[src/rtl/dispatch_pkg.sv]
// Shared state encoding and default sizing for the matrix block dispatcher.
package dispatch_pkg;

  typedef enum logic [1:0] {
    IDLE  = 2'd0,
    ISSUE = 2'd1,
    DRAIN = 2'd2,
    DONE  = 2'd3
  } state_t;

  localparam int DEF_NUM_CU      = 4;
  localparam int DEF_INDEX_WIDTH = 8;
  localparam int DEF_MAX_MU_LOG  = 8;

endpackage

[src/rtl/matrix_dispatcher_cu_select.sv]
// Lowest-index-first grant over the mask of free worker units.
module cu_select
  import dispatch_pkg::*;
#(
  parameter int NUM_CU = DEF_NUM_CU
) (
  input  logic [NUM_CU-1:0] free,
  output logic [NUM_CU-1:0] grant,
  output logic              any_free
);

  // x & -x keeps only the lowest set bit.
  assign grant    = free & (~free + NUM_CU'(1));
  assign any_free = |free;

endmodule

[src/rtl/matrix_dispatcher.sv]
// Row-major block dispatcher feeding NUM_CU workers for one C-matrix job.
// DISPATCH_PERF_COUNT_EN adds the o_Cycle_Count job-length counter.
module matrix_dispatcher
  import dispatch_pkg::*;
#(
  parameter int NUM_CU      = DEF_NUM_CU,
  parameter int index_width = DEF_INDEX_WIDTH,
  parameter int max_mu_log  = DEF_MAX_MU_LOG
) (
  input  logic                   i_Clock,
  input  logic                   i_Reset,
  input  logic                   i_Start,
  input  logic [max_mu_log-1:0]  i_mu,
  output logic [index_width-1:0] o_Row_Index,
  output logic [index_width-1:0] o_Column_Index,
  output logic [NUM_CU-1:0]      o_Indexes_Ready,
  input  logic [NUM_CU-1:0]      i_Result_Ready,
  output logic                   o_Busy,
`ifdef DISPATCH_PERF_COUNT_EN
  output logic [31:0]            o_Cycle_Count,
`endif
  output logic                   o_Done
);

  localparam int MW = index_width + 1;
  localparam int WW = (max_mu_log > MW) ? max_mu_log : MW;
  localparam logic [WW-1:0] MU_CAP = WW'(1) << index_width;

  state_t                 state;
  logic [NUM_CU-1:0]      busy;
  logic [NUM_CU-1:0]      grant;
  logic                   any_free;
  logic [index_width-1:0] row;
  logic [index_width-1:0] col;
  logic [MW-1:0]          mu_q;
  logic [MW-1:0]          mu_last;
  logic [MW-1:0]          mu_sat;
  logic [WW-1:0]          mu_ext;
  logic                   row_end;
  logic                   col_end;

  cu_select #(
    .NUM_CU(NUM_CU)
  ) u_sel (
    .free    (~busy),
    .grant   (grant),
    .any_free(any_free)
  );

  // mu is one bit wider than the indexes so 2^index_width fits.
  assign mu_ext  = WW'(i_mu);
  assign mu_sat  = (mu_ext > MU_CAP) ? MW'(MU_CAP) : MW'(mu_ext);
  assign mu_last = mu_q - MW'(1);
  assign col_end = ({1'b0, col} == mu_last);
  assign row_end = ({1'b0, row} == mu_last);

  always_ff @(posedge i_Clock or negedge i_Reset) begin
    if (!i_Reset) begin
      state           <= IDLE;
      busy            <= '0;
      row             <= '0;
      col             <= '0;
      mu_q            <= '0;
      o_Indexes_Ready <= '0;
      o_Row_Index     <= '0;
      o_Column_Index  <= '0;
      o_Busy          <= 1'b0;
      o_Done          <= 1'b0;
    end else begin
      o_Indexes_Ready <= '0;
      o_Done          <= 1'b0;
      busy            <= busy & ~i_Result_Ready;
      unique case (state)
        IDLE: begin
          if (i_Start) begin
            mu_q   <= mu_sat;
            row    <= '0;
            col    <= '0;
            o_Busy <= 1'b1;
            state  <= (mu_sat == '0) ? DONE : ISSUE;
          end
        end
        ISSUE: begin
          if (any_free) begin
            o_Indexes_Ready <= grant;
            o_Row_Index     <= row;
            o_Column_Index  <= col;
            busy            <= (busy & ~i_Result_Ready) | grant;
            if (col_end) begin
              col <= '0;
              row <= row + index_width'(1);
              if (row_end) state <= DRAIN;
            end else begin
              col <= col + index_width'(1);
            end
          end
        end
        DRAIN: begin
          if (busy == '0) state <= DONE;
        end
        DONE: begin
          o_Done <= 1'b1;
          o_Busy <= 1'b0;
          state  <= IDLE;
        end
      endcase
    end
  end

`ifdef DISPATCH_PERF_COUNT_EN
  always_ff @(posedge i_Clock or negedge i_Reset) begin
    if (!i_Reset) begin
      o_Cycle_Count <= '0;
    end else if (state == IDLE && i_Start) begin
      o_Cycle_Count <= '0;
    end else if (o_Busy) begin
      o_Cycle_Count <= o_Cycle_Count + 32'd1;
    end
  end
`endif

endmodule
[config.mk]
export PLATFORM = sky130hd
export DESIGN_NAME = matrix_dispatcher
export DESIGN_NICKNAME = d
export VERILOG_FILES = /design/src/rtl/dispatch_pkg.sv /design/src/rtl/matrix_dispatcher_cu_select.sv /design/src/rtl/matrix_dispatcher.sv
export SDC_FILE = /design/constraint.sdc
export NUM_CORES = 1
export LEC_CHECK = 0
export ABC_AREA = 1
export ABC_CLOCK_PERIOD_IN_PS = 6300
export BUFFER_PORTS_ARGS = -buffer_cell sky130_fd_sc_hd__buf_2
export CORE_UTILIZATION = 48
export DETAILED_ROUTE_END_ITERATION = 16
export HOLD_SLACK_MARGIN = 0.05
export PLACE_DENSITY = 0.77
export SETUP_SLACK_MARGIN = 0.2
export SLEW_MARGIN = 20
export SYNTH_ARGS = -nofsm -noshare
export SYNTH_HDL_FRONTEND = slang
export SYNTH_SLANG_ARGS = --single-unit
[constraint.sdc]
create_clock -name i_Clock -period 6.3 [get_ports i_Clock]
set_clock_uncertainty 0.2 [all_clocks]
set_input_delay 0.63 -clock i_Clock [delete_from_list [all_inputs] [get_ports i_Clock]]
set_output_delay 0.63 -clock i_Clock [all_outputs]
set_load 0.01 [all_outputs]
Word level (Yosys, flattened, before mapping)

Index checks and enable logic that the tools add are counted.

Word-level logic and storage cells: 65
Bits in registers: 53
Bits in latches: 0
ROM bits: 0
Input port bits: 15
Bits in writable memories: 0
Output and inout bits: 22
Memories kept: 0

Bitwise logic cells: 6
Shift-type cells: 0
Reductions and logical operators: 12
$add $sub $neg: 4
Multiply operators: 0
Magnitude comparators: 1
Multiplexer cells: 22
Divide/modulo/power cells: 0
Eq/ne operators: 10

Operators with widths:

| operator            | number |
|---|---|
| $mux 8              | 5 |
| $pmux 8 s2          | 2 |
| $eq 8x9->1          | 2 |
| $add 8x1->8 const B | 2 |
| $mux 4              | 4 |
| $mux 2              | 6 |
| $not 4->4           | 3 |
| $ne 2x2->1 const B  | 5 |
| $gt 8x9->1 const B  | 1 |
| $logic_not 9->1     | 1 |
| $mux 9              | 1 |
| $sub 9x1->9 const B | 1 |
| $and 4x4->4         | 2 |
| $pmux 2 s4          | 1 |
| $reduce_and 2->1    | 3 |
| $reduce_and 5->1    | 1 |
| $add 4x1->4 const B | 1 |
| $eq 2x2->1 const B  | 2 |
| $logic_not 4->1     | 1 |
| $or 4x4->4          | 1 |
| $reduce_and 4->1    | 1 |
| $reduce_bool 2->1   | 2 |
| $reduce_or 4->1     | 1 |
| $reduce_and 3->1    | 1 |
| other kinds (4)     | 5 |

Depth between registers and ports, before layout

Gate-level depths: netlist of the first run.

Depth after elaboration: 7
Mapped depth: 16
Gate-level depth less buffers: 14

Hierarchy

Synthesis of the first run repeated with hierarchy kept, for this count alone.

Cells, all modules: 366
Area, all modules: 2872.8 um^2

By module, submodules not included:

| module            | seq. area each (um^2) | cells each | times used | area an instance (um^2) |
|---|---|---|---|---|
| matrix_dispatcher | 1301.2                | 356        | 1          | 2826.5 |
| cu_select         | 0.0                   | 10         | 1          | 46.3 |

Worst setup path before layout of the first run

No wires, ideal clock.

Kind: register to register
From: register mu_q[0]
To: register col[5]
Setup time: 0.120 ns
Stages on the path, launching flop included: 16
Arrival time: 1.827 ns
Period minus slack after synthesis: 2.146 ns
Required time: 5.980 ns
Path slack: 4.154 ns
Buffers on the path: 2
Cell sequence: dfrtp_1 > inv_1 > ha_1 > buf_2 > inv_1 > nand2_1 > nand3_1 > nand2_1 > nor2_1 > nand3_1 > nor2_2 > nand3_2 > nand2_4 > nand2_4 > buf_6 > and3_1

Cells in the longest elaborated chain, start to end: 5

Ends and longest elaborated chain:

| element                | line                    | text |
|---|---|---|
| start, declared        | matrix_dispatcher.sv:35 | `logic [MW-1:0] mu_q;` |
| start signal, assigned | matrix_dispatcher.sv:76 | `mu_q <= mu_sat;` |
| $sub 9x1->9            | matrix_dispatcher.sv:53 | `assign mu_last = mu_q - MW'(1);` |
| $eq 8x9->1             | matrix_dispatcher.sv:54 | `assign col_end = ({1'b0, col} == mu_last);` |
| $mux 8                 | matrix_dispatcher.sv:89 | `if (col_end) begin` |
| $mux 8                 | matrix_dispatcher.sv:84 | `if (any_free) begin` |
| $pmux 8 s2             | matrix_dispatcher.sv:73 | `unique case (state)` |
| end signal, assigned   | matrix_dispatcher.sv:94 | `col <= col + index_width'(1);` |
| end, declared          | matrix_dispatcher.sv:34 | `logic [index_width-1:0] col;` |

Every way passes these cells. The select of a mux whose other input is x is not followed.
A chain may end at the register's enable or synchronous reset.

Final worst setup path of the first run

From: register state[1]
To: register col[7]

Cells in the longest elaborated chain, start to end: 3
Elaborated cells on any way between the ends: 7
Those cells by class: 3 x eq/ne; 1 x mux; 3 x reduce/logical

Ends and longest elaborated chain:

| element                                                   | line                    | text |
|---|---|---|
| start, declared                                           | matrix_dispatcher.sv:29 | `state_t state;` |
| start signal, assigned                                    | matrix_dispatcher.sv:80 | `state <= (mu_sat == '0) ? DONE : ISSUE;` |
| $eq 2x1->1 or $logic_not 2->1 (tied branches)             | matrix_dispatcher.sv:73 |  |
| $ne 2x2->1 (no line) or $reduce_bool 2->1 (tied branches) | --                      |  |
| $reduce_and 3->1 (no line)                                | --                      |  |

Parallel ways exist; a longest one is shown, timed or not.

==> results.md, run 1 <==
- Max-cap violations: 0
- Final nets: 416
- Std-Cell Rows: 27
- Hold_ws: 94.4 ps
- Place WS: 3760 ps
- Initial antenna violation count: 0
- Outcome: complete, no violations
- Final worst slack: 3700 ps
- Final period utilization: 41.2%
- Overflow after GRT: 0
- Root buffer cell: clkbuf_8
- Pwr dens: 410 nW/µm²
- Global-route wire length before repair: 10300 µm
- ANT cells: 0
- Worst Hold Class: primary input to async pin
- Clock transition at path regs: 90 ps
- Worst reg2reg path endpoint: col[7]
- Startpoint class of the critical path: register
- DRT Pass-1 Iters: 4
- Pins Over Slew Limit: 0
- Top-area cell type share of the netlist area: 45.8%
- Vias: 2393
- Post-route setup TNS: 0 ps
- Seq/Total Area, Yosys: 45.8%
- Postcts setup bufs: 0
- H-tree depth: 2
- Synth Area in XOR/XNOR: 2.42%
- Initial DRC count: 152
- HPWL after DPL: 4800 µm
- TritonCTS clock tree: yes
- Vias in the first global route: 2198
- Peak VDD IR: 0.195 mV
- Die Height: 78.9 µm
- RSZ-0062 raised after global routing: no
- FMAX: 0.385 GHz
- Vias per inst: 5.12
- Area grow syn2layout: 11.9%
- Core ar.: 5610 µm²
- Post-Route WL: 6170 µm
- Worst EP arrival: 2610 ps
- YS warnings: 0
- Post-route ant nets: 0
- CTS resizes: 0
- Multiplexer share of the synthesized area: 0%
- WL/cell: 13.2 µm
- Total CTS buffers: 5
- Worst skew pair latency: 310 ps
- Post-CTS Hold Buffers: 0
- Cells after Synth: 358
- Synth area leader: dfrtp_1
- FF-to-FF path depth: 11
- Top cells by area, synth: dfrtp_1, nand2_1, inv_1
- DRC Markers: 0
- Crit path time final: 2600 ps
- Top Ports: 37
- Average size of a mapped cell: 7.94 µm²
- Synth unique cells: 30
- Final hold violation count: 0
- Sink Count: 52
- Flop and latch count out of synthesis: 52
- Worst setup EP type: register
- Die X: 78.9 µm
- Largest family of logic cells by synthesized area: simple AND/OR/NAND/NOR gates
- Clock Tree Buf Depth: 2
- Worst slew margin: 46.5%
- Maximum fanout along the worst path: 14
- Layout cells sized above 1: 18.5%
- Port bufs: 36
- Worst EP required: 6310 ps
- Simple-gate share of the synthesized area: 30.7%
- Reg2reg start: state[1]
- Crit Path Category: register to register
- R2r setup slk: 3700 ps
- Leakage Power: 1.63 nW
- Setup violators final: 0
- Worst slew pin tran: 801 ps
- Post-Synth Adder-Cell Area: 3.08%
- Mapped cell area: 2840 µm²
- Final GP Congestion: 0.915
- Die ar.: 6230 µm²
- Largest net degree at the start of global routing: 33
- Compound-cell area share of the yosys netlist: 9.73%
- Initial core utilization: 50.7%
- Final Power: 1.30 mW
- Post-Syn Nets: 380
- GRT Total Usage: 21.3%
## cell usage after synthesis (all sizes together)
library cell and number:
a211oi 1, and3 3, buf 4, clkbuf 4
dfrtp 52, ha 7, inv 50, nand2 102
nand3 39, nand3b 1, nand4 10, nor2 25
nor3 6, o21ai 39, o21bai 3, o22ai 2
o41ai 1, or2 2, xnor2 2, xor2 5
## sequential cells by signal, indices dropped and copies added (netlist names), 2 cells and up
register	cells
o_Column_Index	8
mu_q	8
busy	4
state	2
o_Indexes_Ready	4
o_Row_Index	8
row	8
col	8
## report_power, final
part	switching (mW)	leakage (nW)	internal, mW
combinational	0.412	0.889	0.204
sequential	0.0808	0.698	0.408
clock	0.108	0.0445	0.0894
## cells by family (layout without fill, tap and decap cells)
kind of cell | count (synthesis) | count (layout)
AOI/OAI and AO/OA | 46 | 46
xor gates and xnor gates | 7 | 7
adders and majority gates | 7 | 7
buffers and inverters | 58 | 95
DFF | 52 | 52
and+or+nand+nor | 188 | 188
## stage by stage
stage,std cells,util (%),area (µm²)
6_report,467,56.7,3180
5_1_grt,467,56.7,3180
4_1_cts,467,56.7,3180
3_5_place_dp,459,55.0,3090
3_3_place_gp,458,54.7,3070
2_1_floorplan,358,-,2840
## how the worst max path moves through the flow
stage / to / slack [ps] / start / depth (start not counted)
3_5_place_dp: col[7] / 3760 / state[1] / 11
2_1_floorplan: col[5] / 4150 / mu_q[0] / 15
6_report: col[7] / 3700 / state[1] / 11
4_1_cts: col[7] / 3750 / state[1] / 11
3_3_place_gp: col[2] / 3910 / mu_q[0] / 12
5_1_grt: col[7] / 3450 / state[1] / 11
## critical path: stages (launching register included)
cell     delay [ps]
dfrtp_1         420
inv_1            90
ha_1            540
inv_1           210
nand2_1         100
nand2_1         100
nor3_1          420
nand4_1         180
inv_1            90
nand2_1          60
nand3_2          60
inv_1            40
## layout by cell type, fill, tap and decap left out, drive strengths merged
cell and count:
nand2 102, xnor2 2, clkinvlp 1, and3 3, nand4 10, inv 50, dfrtp 52, buf 37
o21ai 39, o22ai 2, o41ai 1, ha 7, nor3 6, nand3 39, clkbuf 7, nor2 25
nand3b 1, a211oi 1, xor2 5, or2 2, o21bai 3
## layout make-up
cell class              count  area, µm²
fillers                   545       2430
well taps                  72       90.1
clock inverters             1       7.51
clock buffers               7       86.3
repair buffers             37        200
multi-input cells         248       1310
inverters                  50        188
flip-flops and latches     52       1300
## metal layers
| metal | global-route usage [%] | vias to the layer above | part of all wire, % |
|---|---|---|---|
| met5 | 0 | - | 0 |
| met4 | 7.82 | 0 | 1.8 |
| met3 | 3.22 | 9 | 4.4 |
| met2 | 33.7 | 53 | 44 |
| met1 | 29.6 | 1109 | 50 |
| li1 | - | 1222 | - |
Note: power is estimated with default switching activity, not from simulation.
==> inputs of run 2 (changes only) <==
--- a/config.mk
+++ b/config.mk
@@ -6,12 +6,12 @@
 export NUM_CORES = 1
 export LEC_CHECK = 0
 export ABC_AREA = 1
-export ABC_CLOCK_PERIOD_IN_PS = 6300
+export ABC_CLOCK_PERIOD_IN_PS = 2300
 export BUFFER_PORTS_ARGS = -buffer_cell sky130_fd_sc_hd__buf_2
 export CORE_UTILIZATION = 48
 export DETAILED_ROUTE_END_ITERATION = 16
 export HOLD_SLACK_MARGIN = 0.05
-export PLACE_DENSITY = 0.77
+export PLACE_DENSITY = 0.8
 export SETUP_SLACK_MARGIN = 0.2
 export SLEW_MARGIN = 20
 export SYNTH_ARGS = -nofsm -noshare
==> constraint.sdc (replaced) <==
create_clock -name i_Clock -period 2.3 [get_ports i_Clock]
set_clock_uncertainty 0.2 [all_clocks]
set_input_delay 0.23 -clock i_Clock [delete_from_list [all_inputs] [get_ports i_Clock]]
set_output_delay 0.23 -clock i_Clock [all_outputs]
set_load 0.01 [all_outputs]
==> run 2 against run 1 <==
First-iteration DRC count is 25% higher. Global-route usage rose by 3.1 points. Routed wire length is 19% higher. Highest routed layer unchanged. Non-clock buffer count is 25 higher. Sequential power rose to 2.8 times the previous value. Setup slack lost 3500 ps. Total power grew to 3.3 times the previous value. Register-to-register slack lost 3500 ps. Utilization up 7.5 points. Hold slack lost 40 ps. Critical path depth grew 3. Via count increased by 12%. Critical path type unchanged.
==> results.md, run 2 (synthesis gave the netlist of run 1 again) <==
- Die Height: 78.9 µm
- Startpoint class of the critical path: register
- Maximum fanout along the worst path: 11
- Fin cells: 494
- Leakage Power: 1.77 nW
- Most frequent cells in the layout: nand2_1, dfrtp_1, inv_1
- Commonest non-fill, non-tap cell in the layout: nand2_1
- FMAX: 0.470 GHz
- Worst Hold Class: primary input to register
- Worst slew pin tran: 657 ps
- Worst reg2reg path endpoint: col[7]
- Final nets: 443
- Worst skew pair latency: 310 ps
- Final period utilization: 92.6%
- Initial core utilization: 50.7%
- Crit path time final: 2130 ps
- Total CTS buffers: 5
- ANT cells: 0
- Worst slew margin: 56.2%
- TritonCTS clock tree: yes
- Post-Route WL: 7350 µm
- R2r setup slk: 170 ps
- DRC Markers: 0
- RSZ-0062 raised after global routing: yes
- HPWL after DPL: 4840 µm
- Vias in the first global route: 2544
- DRT Pass-1 Iters: 4
- Overflow after GRT: 0
- Sink Count: 52
- Hold_ws: 54.1 ps
- Initial DRC count: 190
- Vias per inst: 5.42
- Pins Over Slew Limit: 0
- Port bufs: 36
- Area grow syn2layout: 26.6%
- Max-cap violations: 0
- Worst EP arrival: 2130 ps
- Worst setup EP type: register
- Post-route cell area: 3600 µm²
- Post-route setup TNS: 0 ps
- Clock Tree Buf Depth: 2
- WL/cell: 14.9 µm
- Worst EP required: 2310 ps
- Crit Path Category: register to register
- Post-route ant nets: 0
- Placed insts: 464
- Std-Cell Rows: 27
- Top Ports: 37
- Clock transition at path regs: 90 ps
- Final Power: 4.31 mW
- Hold path depth: 4
- Die X: 78.9 µm
- Largest net degree at the start of global routing: 53
- Outcome: complete, no violations
- GRT Total Usage: 24.4%
- Final hold violation count: 0
- CP startpoint: mu_q[1]
- Worst setup path endpoint: col[7]
- Peak VDD IR: 0.713 mV
- Reg2reg start: mu_q[1]
- Die ar.: 6230 µm²
- Layout cells sized above 1: 28.2%
- Final GP Congestion: 0.911
- FF-to-FF path depth: 14
- Vias: 2678
- Root buffer cell: clkbuf_8
- Placed cell areas: 3110 µm²
- H-tree depth: 2
- Pwr dens: 1200 nW/µm²
- Core ar.: 5610 µm²
- Initial antenna violation count: 0
- Global-route wire length before repair: 11800 µm
- Setup violators final: 0
==> run 2: cell count changes in the layout (fill, tap and decap cells not counted), sizes merged <==
cell and delta:
dlygate4sd3 +13, buf +12, nand2 +2, bufinv +1, clkbuf -1, clkinv +1
clkinvlp -1
==> run 2: worst min path at each step <==
stage,slack [ps],to,start
finish,50,o_Busy,i_Start
global route,60,o_Busy,i_Start
CTS,60,o_Busy,i_Start
detailed placement,190,state[0],i_Reset
global placement,180,state[0],i_Reset
floorplan,-270,busy[0],i_Reset
==> run 2: routing by layer <==
layer | up-vias | wire length [µm] | global-route usage [%]
met5 | - | 0 | 0
met4 | 0 | 108 | 7.64
met3 | 11 | 444 | 2.30
met2 | 98 | 3660 | 41.5
met1 | 1295 | 3140 | 32.9
li1 | 1274 | - | -
==> run 2: through the flow <==
stage / worst slack (ps) / utilization, %
final: 171 / 64.1
after global routing: 66.2 / 64.1
after CTS: 197 / 60.7
after detailed placement: 33.0 / 55.5
after global placement: 119 / 55.5
after floorplan: 217 / -
==> run 2: area by class of cell <==
| class | instances | area, µm² |
|---|---|---|
| clock buffer | 6 | 82.6 |
| clock inverter | 2 | 38.8 |
| fill | 496 | 2010 |
| inverter | 50 | 193 |
| multi-input combinational | 250 | 1480 |
| sequential | 52 | 1300 |
| tap | 72 | 90.1 |
| timing repair buffer | 62 | 415 |
==> run 2: worst max-delay path, cell delays in order (launching register included) <==
cell and delay [ps]:
dfrtp_1 400, inv_2 60, ha_4 180, inv_2 80, nand2_1 80, nand3_1 80
nand2_1 60, nor2_1 100, nand3_1 110, nor2_2 160, nand3_4 120, nand2_8 150
nand2_8 120, nand3_2 90, inv_1 40
==> run 2: timing repair <==
| item | 4_1_cts | 5_1_grt |
|---|---|---|
| endpoints found under the setup margin | 16 | 16 |
| hold buffers | 13 | 0 |
| resized for setup | 5 | 39 |
| cloned | 0 | 2 |
| setup buffers | 2 | 5 |
| hold endpoints to repair | 64 | 0 |
| pin swaps | 0 | 20 |
==> run 2: power by group <==
group | internal (mW) | switching [mW] | total, mW | leakage (nW)
registers | 1.12 | 0.235 | 1.35 | 0.696
logic | 0.835 | 1.46 | 2.29 | 1.02
clock network | 0.356 | 0.311 | 0.667 | 0.0614
total | 2.31 | 2.01 | 4.31 | 1.77
==> inputs of run 3 (changes only) <==
--- a/config.mk
+++ b/config.mk
@@ -12,6 +12,7 @@
 export DETAILED_ROUTE_END_ITERATION = 16
 export HOLD_SLACK_MARGIN = 0.05
 export PLACE_DENSITY = 0.8
+export REMOVE_ABC_BUFFERS = 1
 export SETUP_SLACK_MARGIN = 0.2
 export SLEW_MARGIN = 20
 export SYNTH_ARGS = -nofsm -noshare
==> run 3 against run 2 <==
Flip-flop and latch count unchanged. Hold slack better by 22 ps. Total power up 0.53%. Non-clock buffer count up 4. Critical endpoint is now col[2]. Largest cell class unchanged. Largest power group unchanged.
==> results.md, run 3 (synthesis gave the netlist of run 1 again) <==
- DRT Pass-1 Iters: 5
- Port bufs: 36
- Worst EP arrival: 2220 ps
- Root buffer cell: clkbuf_8
- Area grow syn2layout: 28.4%
- WL/cell: 14.3 µm
- Post-Route WL: 7140 µm
- Maximum fanout along the worst path: 6
- CP max stage delay: 390 ps
- Total CTS buffers: 5
- Worst slew margin: 59.3%
- H-tree depth: 2
- Placed cell areas: 3130 µm²
- Crit-path slowest cell: dfrtp_1
- Area of the multi-input gates: 1480 µm²
- Peak VDD IR: 0.747 mV
- Vias per inst: 5.29
- Leakage Power: 1.80 nW
- Crit path top cell by count: nand2_8
- ANT cells: 0
- Fin cells: 498
- Post-route setup TNS: 0 ps
- Commonest non-fill, non-tap cell in the layout: nand2_1
- Core ar.: 5610 µm²
- Hold_ws: 75.6 ps
- Startpoint class of the critical path: register
- Layout cells sized above 1: 29.3%
- Initial core utilization: 50.7%
- Util after Layout: 65.1%
- Clock Tree Buf Depth: 2
- Crit path time final: 2210 ps
- Worst skew pair latency: 310 ps
- Setup violators final: 0
- HPWL after DPL: 4340 µm
- Vias in the first global route: 2623
- Sink Count: 52
- Worst setup EP type: register
- Final nets: 447
- Most frequent cells in the layout: nand2_1, dfrtp_1, inv_1
- Std-Cell Rows: 27
- Worst EP required: 2300 ps
- Final GP Congestion: 0.899
- Max-cap violations: 0
- Register area: 1310 µm²
- Top Ports: 37
- Top delay family on crit path: simple AND/OR/NAND/NOR gates
- Final worst slack: 86.0 ps
- Crit-path cells: inv_2 -> ha_4 -> xor2_1 -> nand2_1 -> nor2_2 -> nand3_2 -> nor2_4 -> nand3_4 -> nand2_8 -> nand2_8 -> and3_4
- DRC Markers: 0
- Final period utilization: 96.3%
- Die ar.: 6230 µm²
- Outcome: complete, no violations
- Pwr dens: 1190 nW/µm²
- Largest net degree at the start of global routing: 33
- Initial DRC count: 173
- RSZ-0062 raised after global routing: yes
- Post-route cell area: 3650 µm²
- Worst Hold Class: primary input to register
- Global-route wire length before repair: 11700 µm
- GRT Total Usage: 24.4%
- Clock transition at path regs: 100 ps
- WP buf/inv: 1
- Die X: 78.9 µm
- Placed insts: 465
- Crit Path Category: register to register
- Final Power: 4.34 mW
- Place WS: -1.34 ps
- Pins Over Slew Limit: 0
- FMAX: 0.452 GHz
- Worst slew pin tran: 610 ps
- Overflow after GRT: 0
- Fill cells: 463
- Final hold violation count: 0
- Post-route ant nets: 0
- Vias: 2635
- TritonCTS clock tree: yes
- Die Height: 78.9 µm
- Initial antenna violation count: 0
run 3: path summary, 6_finish.rpt:
path | startpoint | cells after the start | to | slack [ps]
setup reg to reg | mu_q[0] | 11 | col[2] | 90
min in group asynchronous | i_Reset | 2 | o_Column_Index[7] | 260
max in group asynchronous | i_Reset | 3 | mu_q[2] | 1080
hold reg to reg | busy[1] | 1 | o_Indexes_Ready[1] | 280
setup / recovery | mu_q[0] | 11 | col[2] | 90
hold / removal | i_Start | 4 | o_Busy | 80
run 3: worst register-to-register path: cells and delay by family (launching register included):
family | cells | cell delay [ps]
flip-flops | 1 | 390
adder cells (fa/ha/maj) | 1 | 270
XOR/XNOR | 1 | 180
buffers and inverters | 1 | 60
AND/OR/NAND/NOR | 8 | 1010
run 3: repair_timing:
| item | 4_1_cts | 5_1_grt |
|---|---|---|
| gates cloned | 2 | 0 |
| pin swaps | 8 | 9 |
| resized for setup | 13 | 39 |
| setup endpoints to repair | 16 | 18 |
| hold buffers | 13 | 0 |
| endpoints found under the hold margin | 37 | 0 |
| setup buffers | 5 | 5 |
run 3: final cells by class:
type                       count  share of cell area [%]
clock buffer                   6                    2.26
multi-input combinational    250                    40.5
inverter                      50                    5.42
sequential                    52                    35.8
tap                           72                    2.47
clock inverter                 2                    1.06
timing repair buffer          66                    12.6
run 3: metal layers:
metal,up-vias,global-route usage (%),routed length [µm]
li1,1289,-,-
met1,1223,29.4,3010
met2,98,43.6,3510
met3,25,4.14,360
met4,0,9.09,263
met5,-,0,0
run 3: where the power goes:
group	switching, mW	internal [mW]
Combinational	1.46	0.879
Clock	0.310	0.356
Sequential	0.213	1.12
Total	1.98	2.36
